## config.mk

```make
export PLATFORM = sky130hd
export DESIGN_NAME = hi_flite_reader_tx
export DESIGN_NICKNAME = d
export VERILOG_FILES = /design/src/rtl/hi_flite_pkg.sv /design/src/rtl/hi_flite_reader_tx_crc.sv /design/src/rtl/hi_flite_reader_tx.sv
export SDC_FILE = /design/constraint.sdc
export NUM_CORES = 1
export LEC_CHECK = 0
export ABC_AREA = 1
export CAP_MARGIN = 20
export CORE_ASPECT_RATIO = 1.1
export CORE_MARGIN = 5
export CORE_UTILIZATION = 45
export CTS_CLUSTER_DIAMETER = 40
export DETAILED_ROUTE_END_ITERATION = 8
export PLACE_DENSITY = 0.67
export SLEW_MARGIN = 10
export SYNTH_ARGS = -nofsm -noshare
export SYNTH_HDL_FRONTEND = slang
export SYNTH_SLANG_ARGS = --single-unit
export TNS_END_PERCENT = 1
```

## constraint.sdc

```tcl
create_clock -name ck_1356meg -period 3.63 [get_ports ck_1356meg]
set_clock_uncertainty 0.2 [all_clocks]
set_input_delay 1.089 -clock ck_1356meg [delete_from_list [all_inputs] [get_ports ck_1356meg]]
set_output_delay 1.089 -clock ck_1356meg [all_outputs]
set_load 0.02 [all_outputs]
```

## src/rtl/hi_flite_pkg.sv

```systemverilog
// Shared constants and types for the FeliCa / NFC-F initiator transmitter.
package hi_flite_pkg;

    // Sync word sent after the preamble, high byte first
    localparam logic [15:0] FELICA_SYNC = 16'hB24D;

    // Half-bit lengths in carrier clocks
    localparam int HALF_212 = 32;
    localparam int HALF_424 = 16;

    // CRC-16/CCITT generator polynomial
    localparam logic [15:0] CRC_POLY = 16'h1021;

    // Frame sequencer states
    typedef enum logic [2:0] {
        IDLE     = 3'd0,
        PREAMBLE = 3'd1,
        SYNC     = 3'd2,
        DATA     = 3'd3,
        CRC      = 3'd4
    } state_e;

endpackage

```

## src/rtl/hi_flite_reader_tx_crc.sv

```systemverilog
// Combinational byte-wide CRC-16/CCITT step (MSB first, no reflection).
module felica_crc16
    import hi_flite_pkg::*;
(
    input  logic [15:0] i_crc_in,
    input  logic [7:0]  i_data,
    output logic [15:0] o_crc_out
);

    logic [15:0] w_c;

    // Fold the byte into the high end, then run eight polynomial shifts
    always_comb begin
        w_c = i_crc_in ^ {i_data, 8'h00};
        for (int i = 0; i < 8; i++) begin
            if (w_c[15]) begin
                w_c = {w_c[14:0], 1'b0} ^ CRC_POLY;
            end else begin
                w_c = {w_c[14:0], 1'b0};
            end
        end
        o_crc_out = w_c;
    end

endmodule

```

## src/rtl/hi_flite_reader_tx.sv

```systemverilog
// FeliCa / NFC-F initiator frame transmitter: preamble, sync, payload and
// optional CRC-16, Manchester coded onto mod_out.
//
// Handshake: a payload byte moves into the holding register on any rising
// edge where tx_valid and tx_ready are both high; tx_ready depends only on
// registered state, and tx_data is never sampled while tx_ready is low.
module hi_flite_reader_tx
    import hi_flite_pkg::*;
#(
    parameter int PREAMBLE_BYTES = 6,
    parameter bit CRC_EN         = 1'b1
)
(
    input  logic       ck_1356meg,
    input  logic       rst,
    input  logic       speed,
    input  logic       start,
    input  logic [7:0] tx_data,
    input  logic       tx_valid,
    input  logic       tx_last,
    output logic       tx_ready,
    output logic       mod_out,
    output logic       busy,
    output logic       done,
    output logic       underrun,
    output state_e     o_dbg_state
);

    localparam logic [7:0] PRE_LAST   = 8'(PREAMBLE_BYTES - 1);
    localparam logic [5:0] HALF_M1_LO = 6'(HALF_212 - 1);
    localparam logic [5:0] BIT_M1_LO  = 6'(2 * HALF_212 - 1);
    localparam logic [5:0] HALF_M1_HI = 6'(HALF_424 - 1);
    localparam logic [5:0] BIT_M1_HI  = 6'(2 * HALF_424 - 1);

    state_e      r_state,     w_state_n;
    logic [5:0]  r_cnt,       w_cnt_n;
    logic [2:0]  r_bit,       w_bit_n;
    logic [7:0]  r_byte,      w_byte_n;
    logic [7:0]  r_shift,     w_shift_n;
    logic [7:0]  r_hold,      w_hold_n;
    logic        r_hold_full, w_hold_full_n;
    logic        r_hold_last, w_hold_last_n;
    logic        r_last_acc,  w_last_acc_n;
    logic        r_sh_last,   w_sh_last_n;
    logic [15:0] r_crc,       w_crc_n;
    logic        r_speed,     w_speed_n;
    logic        r_mod,       w_mod_n;
    logic        r_busy,      w_busy_n;
    logic        r_done,      w_done_n;
    logic        r_und,       w_und_n;

    logic [15:0] w_crc_next;
    logic [5:0]  w_half_m1;
    logic [5:0]  w_bit_m1;
    logic        w_accept;
    logic        w_take;
    logic        w_end;

    felica_crc16 u_crc (
        .i_crc_in  (r_crc),
        .i_data    (r_hold),
        .o_crc_out (w_crc_next)
    );

    assign w_half_m1   = r_speed ? HALF_M1_HI : HALF_M1_LO;
    assign w_bit_m1    = r_speed ? BIT_M1_HI  : BIT_M1_LO;
    assign tx_ready    = r_busy & ~r_hold_full & ~r_last_acc;
    assign w_accept    = tx_valid & tx_ready;
    assign mod_out     = r_mod;
    assign busy        = r_busy;
    assign done        = r_done;
    assign underrun    = r_und;
    assign o_dbg_state = r_state;

    // Next-state, bit timing, byte sequencing and handshake decisions
    always_comb begin
        w_state_n     = r_state;
        w_cnt_n       = r_cnt;
        w_bit_n       = r_bit;
        w_byte_n      = r_byte;
        w_shift_n     = r_shift;
        w_hold_n      = r_hold;
        w_hold_full_n = r_hold_full;
        w_hold_last_n = r_hold_last;
        w_last_acc_n  = r_last_acc;
        w_sh_last_n   = r_sh_last;
        w_crc_n       = r_crc;
        w_speed_n     = r_speed;
        w_mod_n       = r_mod;
        w_busy_n      = r_busy;
        w_done_n      = 1'b0;
        w_und_n       = 1'b0;
        w_take        = 1'b0;
        w_end         = 1'b0;

        if (r_state == IDLE) begin
            if (start) begin
                // First preamble bit begins in the next cycle; 0x00 starts low
                w_state_n     = PREAMBLE;
                w_speed_n     = speed;
                w_cnt_n       = 6'd0;
                w_bit_n       = 3'd0;
                w_byte_n      = 8'd0;
                w_shift_n     = 8'h00;
                w_mod_n       = 1'b0;
                w_busy_n      = 1'b1;
                w_hold_full_n = 1'b0;
                w_hold_last_n = 1'b0;
                w_last_acc_n  = 1'b0;
                w_sh_last_n   = 1'b0;
                w_crc_n       = 16'h0000;
            end
        end else begin
            if (w_accept) begin
                w_hold_n      = tx_data;
                w_hold_full_n = 1'b1;
                w_hold_last_n = tx_last;
                w_last_acc_n  = r_last_acc | tx_last;
            end

            w_cnt_n = r_cnt + 6'd1;
            if (r_cnt == w_half_m1) begin
                w_mod_n = ~r_shift[7];
            end

            if (r_cnt == w_bit_m1) begin
                w_cnt_n = 6'd0;
                if (r_bit != 3'd7) begin
                    w_bit_n   = r_bit + 3'd1;
                    w_shift_n = {r_shift[6:0], 1'b0};
                    w_mod_n   = r_shift[6];
                end else begin
                    // Byte boundary: choose the next byte to put on air
                    w_bit_n = 3'd0;
                    case (r_state)
                        PREAMBLE: begin
                            if (r_byte == PRE_LAST) begin
                                w_state_n = SYNC;
                                w_byte_n  = 8'd0;
                                w_shift_n = FELICA_SYNC[15:8];
                            end else begin
                                w_byte_n  = r_byte + 8'd1;
                                w_shift_n = 8'h00;
                            end
                        end
                        SYNC: begin
                            if (r_byte == 8'd0) begin
                                w_byte_n  = 8'd1;
                                w_shift_n = FELICA_SYNC[7:0];
                            end else begin
                                w_take = 1'b1;
                            end
                        end
                        DATA: w_take = 1'b1;
                        CRC: begin
                            if (r_byte == 8'd0) begin
                                w_byte_n  = 8'd1;
                                w_shift_n = r_crc[7:0];
                            end else begin
                                w_end = 1'b1;
                            end
                        end
                        default: w_end = 1'b1;
                    endcase

                    if (w_take) begin
                        if (r_state == DATA && r_sh_last) begin
                            if (CRC_EN) begin
                                w_state_n = CRC;
                                w_byte_n  = 8'd0;
                                w_shift_n = r_crc[15:8];
                            end else begin
                                w_end = 1'b1;
                            end
                        end else if (r_hold_full) begin
                            w_state_n     = DATA;
                            w_shift_n     = r_hold;
                            w_crc_n       = w_crc_next;
                            w_hold_full_n = 1'b0;
                            w_sh_last_n   = r_hold_last;
                        end else begin
                            // Payload starved before tx_last: abandon the frame
                            w_state_n     = IDLE;
                            w_busy_n      = 1'b0;
                            w_und_n       = 1'b1;
                            w_crc_n       = 16'h0000;
                            w_hold_full_n = 1'b0;
                        end
                    end

                    w_mod_n = w_und_n ? 1'b0 : w_shift_n[7];

                    if (w_end) begin
                        w_state_n = IDLE;
                        w_busy_n  = 1'b0;
                        w_done_n  = 1'b1;
                        w_crc_n   = 16'h0000;
                        w_mod_n   = 1'b0;
                    end
                end
            end
        end
    end

    // State and datapath registers with asynchronous clear
    always_ff @(posedge ck_1356meg or posedge rst) begin
        if (rst) begin
            r_state     <= IDLE;
            r_cnt       <= 6'd0;
            r_bit       <= 3'd0;
            r_byte      <= 8'd0;
            r_shift     <= 8'h00;
            r_hold      <= 8'h00;
            r_hold_full <= 1'b0;
            r_hold_last <= 1'b0;
            r_last_acc  <= 1'b0;
            r_sh_last   <= 1'b0;
            r_crc       <= 16'h0000;
            r_speed     <= 1'b0;
            r_mod       <= 1'b0;
            r_busy      <= 1'b0;
            r_done      <= 1'b0;
            r_und       <= 1'b0;
        end else begin
            r_state     <= w_state_n;
            r_cnt       <= w_cnt_n;
            r_bit       <= w_bit_n;
            r_byte      <= w_byte_n;
            r_shift     <= w_shift_n;
            r_hold      <= w_hold_n;
            r_hold_full <= w_hold_full_n;
            r_hold_last <= w_hold_last_n;
            r_last_acc  <= w_last_acc_n;
            r_sh_last   <= w_sh_last_n;
            r_crc       <= w_crc_n;
            r_speed     <= w_speed_n;
            r_mod       <= w_mod_n;
            r_busy      <= w_busy_n;
            r_done      <= w_done_n;
            r_und       <= w_und_n;
        end
    end

endmodule

```

After elaboration in Yosys (flattened, before gate mapping)
Index checks and enable logic that the tools add are counted.
{"block": "totals", "ff_bits": 61}
{"block": "classes", "n_eq_ne": 13, "reduce_logical": 23, "add_sub_neg": 3, "bitwise": 17, "n_mux": 107}
{"op": "8-bit two-way mux", "n": 17}
{"op": "16-bit two-way mux", "n": 8}
{"op": "13-bit two-way mux", "n": 8}
{"op": "1-bit two-way mux", "n": 51}
{"op": "3-bit two-way mux", "n": 13}
{"op": "6-bit two-way mux", "n": 4}
{"op": "3-bit inverter", "n": 8}
{"op": "8-bit one-hot mux with 3 select lines", "n": 1}
{"op": "8-bit one-hot mux with 2 select lines", "n": 1}
{"op": "16-bit bitwise XOR", "n": 1}
{"op": "6-bit AND reduction", "n": 2}
{"op": "2-bit AND reduction", "n": 5}
{"op": "5-bit AND reduction", "n": 2}
{"op": "8-bit by 1-bit adder with 8-bit output (second input constant)", "n": 1}
{"op": "8-bit by 3-bit equality test with 1-bit output (second input constant)", "n": 1}
{"op": "8-bit logical NOT", "n": 1}
{"op": "2-bit nonzero test", "n": 4}
{"op": "4-bit nonzero test", "n": 2}
{"op": "6-bit by 1-bit adder with 6-bit output (second input constant)", "n": 1}
{"op": "3-bit by 2-bit equality test with 1-bit output (second input constant)", "n": 2}
{"op": "6-bit by 5-bit equality test with 1-bit output", "n": 1}
{"op": "6-bit equality test", "n": 1}
{"op": "2-bit inequality test (second input constant)", "n": 3}
{"op": "3-bit nonzero test", "n": 2}
{"op": "17 further kinds", "n": 23}

Longest topological paths before layout
{"block": "logic_depth", "word_depth": 24, "mapped_depth": 15, "depth_no_buf": 15}

Modules after synthesis
A second synthesis with hierarchy kept.
{"block": "hier_totals", "cells_unflattened": 528, "area_unflattened_um2": 3778.6}
{"mod": "hi_flite_reader_tx", "seq_area_each_um2": 1526.5, "area_per_inst_um2": 3289.4, "cells_per_inst": 413, "instances": 1}
{"mod": "felica_crc16", "seq_area_each_um2": 0.0, "area_per_inst_um2": 489.2, "cells_per_inst": 115, "instances": 1}

Worst setup path after synthesis
No wires, ideal clock.
{"block": "synth_path", "path_kind": "register to output", "startpoint": "register r_busy, in the netlist busy", "endpoint": "output tx_ready", "arrival_time_ns": 1.012, "n_path_buf": 0, "stages_incl_launch_ff": 3, "path_slack_ns": 1.329, "required_time_ns": 2.341, "path_cell_list": "dfrtp_1 > inv_1 > nor3_1"}
{"block": "synth_via", "elab_chain_cells": 2}
{"item": "start, declared", "line": "hi_flite_reader_tx.sv:48", "source": "logic r_busy, w_busy_n;"}
{"item": "start signal, assigned", "line": "hi_flite_reader_tx.sv:238", "source": "r_busy <= w_busy_n;"}
{"item": "1-bit AND (2 in series)", "line": "hi_flite_reader_tx.sv:67", "source": "assign tx_ready = r_busy & ~r_hold_full & ~r_last_acc;"}
{"item": "end, declared", "line": "hi_flite_reader_tx.sv:21", "source": "output logic tx_ready,"}
Every way passes these cells.

Final worst setup path
{"block": "layout_path", "startpoint": "register r_hold_full", "endpoint": "output tx_ready"}
{"block": "layout_via", "elab_chain_cells": 3}
{"item": "start, declared", "line": "hi_flite_reader_tx.sv:41", "source": "logic r_hold_full, w_hold_full_n;"}
{"item": "start signal, assigned", "line": "hi_flite_reader_tx.sv:231", "source": "r_hold_full <= w_hold_full_n;"}
{"item": "1-bit inverter", "line": "hi_flite_reader_tx.sv:67"}
{"item": "1-bit AND (2 in series)", "line": "hi_flite_reader_tx.sv:67"}
Every way passes these cells.

==> results.md <==
Outcome:
- The run finished with clean final reports.

Timing:
- The final worst hold slack is ~0.28 ns.
- Dividing the final minimum period by the clock period gives between 80 and 90%.
- The hold violation total from the final report was 0.
- The number of slew-limit violations in the final report came to 0.
- The final-report setup violation count is 0.
- The setup slack after layout is between 0.6 and 0.7 ns.
- Setup repair after global routing left no endpoint under its margin.
- Setup total negative slack on the finished layout was measured at 0 ns.
- The transition time of the tightest slew-check pin is between 0.6 and 0.7 ns.
- The maximum clock rate is between 300 and 400 MHz.
- The clock period minus final worst setup slack is 2.96 ns.
- The relative slew slack is about three fifths.

Logic synthesis:
- In the synthesized netlist, the number of instances is ~450.
- In this run the cell area of the synthesized design comes to between 3000 and 4000 um2.
- The number of warnings printed during yosys synthesis is 0.
- Each instance of the synthesized netlist takes up on average ~7.8 um2.
- The net count of the mapped netlist is 472.
- The sequential share of the synthesized area is between 40% and 50%.
- The number of different library cells in the post-synthesis netlist is 39.
- The flip-flop and latch count after synthesis is 61.

Pwr:
- The share of total power dissipated in sequential elements is between 40% and 50%.
- In this run the power spent charging and discharging nets is about 300 uW.
- In this run switching power makes up 20.6% of total power.
- The internal power consumption is ~1.2 mW.
- The largest vdd supply drop is around 0.00025 V.
- The clock network is responsible for 50.2% of the overall power.
- The leakage power figure is around 1.9 nW.
- The combinational fraction of design power is around 3.0%.
- For this design the ratio of total power to cell area is between 300 and 400 nW/um2.

Cells and area:
- The share of final-layout standard cells stronger than drive strength 1 is 8.04%.
- The number of inserted filler cells in the final layout is 734.
- The post-layout utilization of the core is 54.3%.
- The area growth from synthesis to layout is 16.4%.
- The number of nets at the end of the flow is 500.
- After routing the design area is 4080 um2.
- The number of antenna diodes in the final layout is 0.

Clocking:
- The clock sink total is 61.
- The TritonCTS clock tree is yes.
- The cell chosen for the clock root is clkbuf_8.
- In this run, CTS created clock tree buffers numbering 9.
- The clock latency on the worst-skew pair is between 0.3 and 0.4 ns.
- The deepest clock path buffer count is 2.
- Clock-pin slew was measured on the worst setup and hold paths at 0.07 ns.
- The number of buffers added to fix hold violations after cts is 0.
- The H-tree depth is 3.
- In this run the post-CTS setup repair buffer count came out at 0.
- The post-cts repair resize count is 0.

Global routing:
- The wire length of the first global-routing pass is around 14 mm.
- The initial antenna violation count is 0.
- Summed over all layers, the global routing overflow is 0.
- In the global route stage, overall resource usage came out at 18.9%.
- The number of global-route vias before repair came to roughly 3,000.
- The pin count of the biggest net entering global routing is 35.

Drt:
- The first detailed-routing pass took 6 iterations.
- After the first detailed-routing iteration, the DRC count stood at approximately 270.
- After detailed routing, the number of remaining DRC violations is 0.
- Summing over every cut layer, the via total after detailed routing is 3,076.
- After detailed routing, the number of vias per cell comes to 5.21.
- Once detail routing completed, the nets flagged for antenna violations numbered 0.
- The routed length per instance is 13.9 um.
- The post-detailed-routing wire length is approximately 8.2 mm.

Setup path:
- The category of the worst setup path capture point is a primary output.
- Of all nets on the critical path, the largest fanout is 5.
- Across all register-to-register paths, the minimum setup slack is 1.14 ns.
- The data required time of the critical path is 2.34 ns.
- The category of the worst setup path launch point is a register.
- At the worst endpoint, the arrival time is ~1.7 ns.
- The critical path in this run is classified as reg -> out.

Placed design:
- During placement, the flow inserted port buffers numbering 21.
- The HPWL after detailed placement is between 6 and 7 mm.
- Timing analysis after detailed placement gives a worst setup slack of 0.758 ns.
- Summing all placed instances gives a cell area of roughly 3800 um2.
- The placer's final routability congestion estimate is 0.884.

Hold path:
- The path class of the tightest hold or removal check is reg -> reg.

Floorplanning:
- The initial utilization of the core area, before any placement, comes to 46.7%.
- The site row count is 33.
- The floorplan step defined a die boundary enclosing just under 10,000 um2.
- In this run the horizontal extent of the chip is roughly 94 um.
- The count of boundary I/O pins is 22.
- The height of the die is roughly 100 um.
- The core area is 7510 um2.

Run:
- Across the run, the number of max-cap violations was 0.
-- layout make-up --
class	instances	area [um2]	area share, %
inverter	66	250	6.13
tap	105	131	3.22
timing repair buffer	25	253	6.19
clock buffer	10	128	3.13
clock inverter	6	111	2.73
sequential	61	1530	37.4
multi-input combinational	317	1680	41.2
-- layer usage --
layer	GRT usage, %	wire length [um]	part of all wire (%)
met3	3.07	438	5.4
met1	25.0	3760	46
met5	0	0	0
met4	8.00	154	1.9
met2	30.9	3830	47
-- placed cells by master (no fill, tap or decap), drive strengths merged, types with 2 or more instances in the layout --
cell type / count
clkinv: 3
dfrtp: 61
nand2: 118
a22o: 3
buf: 4
o211ai: 6
xor2: 13
bufinv: 3
clkbuf: 10
ha: 6
o21ai: 45
nand3: 26
nand4: 5
xnor2: 10
o22ai: 9
nor3: 9
a21oi: 21
nor2: 35
or2: 2
inv: 65
clkdlybuf4s50: 21
-- power groups by stage --
stage / clock network [mW] / registers, mW / logic (mW)
after floorplan: 0 / 0.694 / 0.0211
after global placement: 0 / 0.694 / 0.0450
after detailed placement: 0 / 0.694 / 0.0449
after CTS: 0.743 / 0.681 / 0.0450
after global routing: 0.772 / 0.680 / 0.0492
final: 0.730 / 0.681 / 0.0436
-- synth_stat cells --
library cell / number / area (um2)
nand2_1: 113 / 424
inv_1: 63 / 236
dfrtp_1: 61 / 1530
o21ai_0: 43 / 215
nor2_1: 30 / 113
nand3_1: 25 / 125
a21oi_1: 21 / 105
xor2_1: 13 / 114
xnor2_1: 10 / 87.6
o22ai_1: 9 / 56.3
nor3_1: 8 / 40.0
ha_1: 6 / 75.1
o211ai_1: 6 / 45.0
nand4_1: 5 / 31.3
a22o_1: 3 / 26.3
buf_2: 3 / 15.0
nand2_2: 3 / 18.8
nor2_4: 3 / 33.8
buf_4: 2 / 15.0
clkbuf_1: 2 / 7.51
nand2_4: 2 / 22.5
nor2_2: 2 / 12.5
o21ai_2: 2 / 17.5
or2_2: 2 / 12.5
a211o_1: 1 / 8.76
a21o_1: 1 / 7.51
a32o_1: 1 / 10.0
a32oi_1: 1 / 8.76
buf_6: 1 / 11.3
clkinv_1: 1 / 3.75
inv_2: 1 / 3.75
inv_4: 1 / 6.26
mux2_2: 1 / 11.3
nand3_2: 1 / 10.0
nor3_4: 1 / 16.3
o22a_1: 1 / 8.76
o31ai_1: 1 / 7.51
o32ai_1: 1 / 8.76
o41ai_1: 1 / 8.76
-- worst max-delay path: stages, from the launching register on --
cell and delay (ns):
dfrtp_1 0.43, nor3_1 0.26, clkdlybuf4s50_1 0.65
-- stage by stage --
step / instances / power [mW]
after global placement: 574 / 0.739
after floorplan: 452 / 0.715
after CTS: 590 / 1.47
final: 590 / 1.45
after detailed placement: 574 / 0.739
after global routing: 590 / 1.50
-- worst paths after layout --
| check | cells after the start | startpoint | end |
|---|---|---|---|
| min in group asynchronous | 2 | rst | r_byte[5] |
| max | 2 | r_hold_full | tx_ready |
| min reg2reg | 2 | r_shift[5] | r_shift[5] |
| max in group asynchronous | 3 | rst | r_shift[0] |
| min | 2 | r_shift[5] | r_shift[5] |
| max reg2reg | 12 | r_byte[0] | r_crc[6] |
-- state kept, by name, indices dropped and copies added, names as in the netlist --
name / cells
mod_out: 1
r_hold_last: 1
r_speed: 1
r_bit: 3
o_dbg_state: 3
r_shift: 8
r_byte: 8
r_crc: 16
r_hold_full: 1
underrun: 1
busy: 1
r_hold: 8
r_cnt: 6
r_sh_last: 1
r_last_acc: 1
done: 1
-- cell families (layout without fill, tap and decap cells) --
logic type      Yosys count  count (layout)  synth area share [%]
compound gates           92              92                  15.2
xor+xnor                 23              23                  5.74
fa+ha+maj                 6               6                  2.14
buf+inv                  74             107                  8.53
flops                    61              61                  43.5
mux                       1               1                 0.321
simple gates            195             195                  24.5
Power figures use the tool's default switching activity.
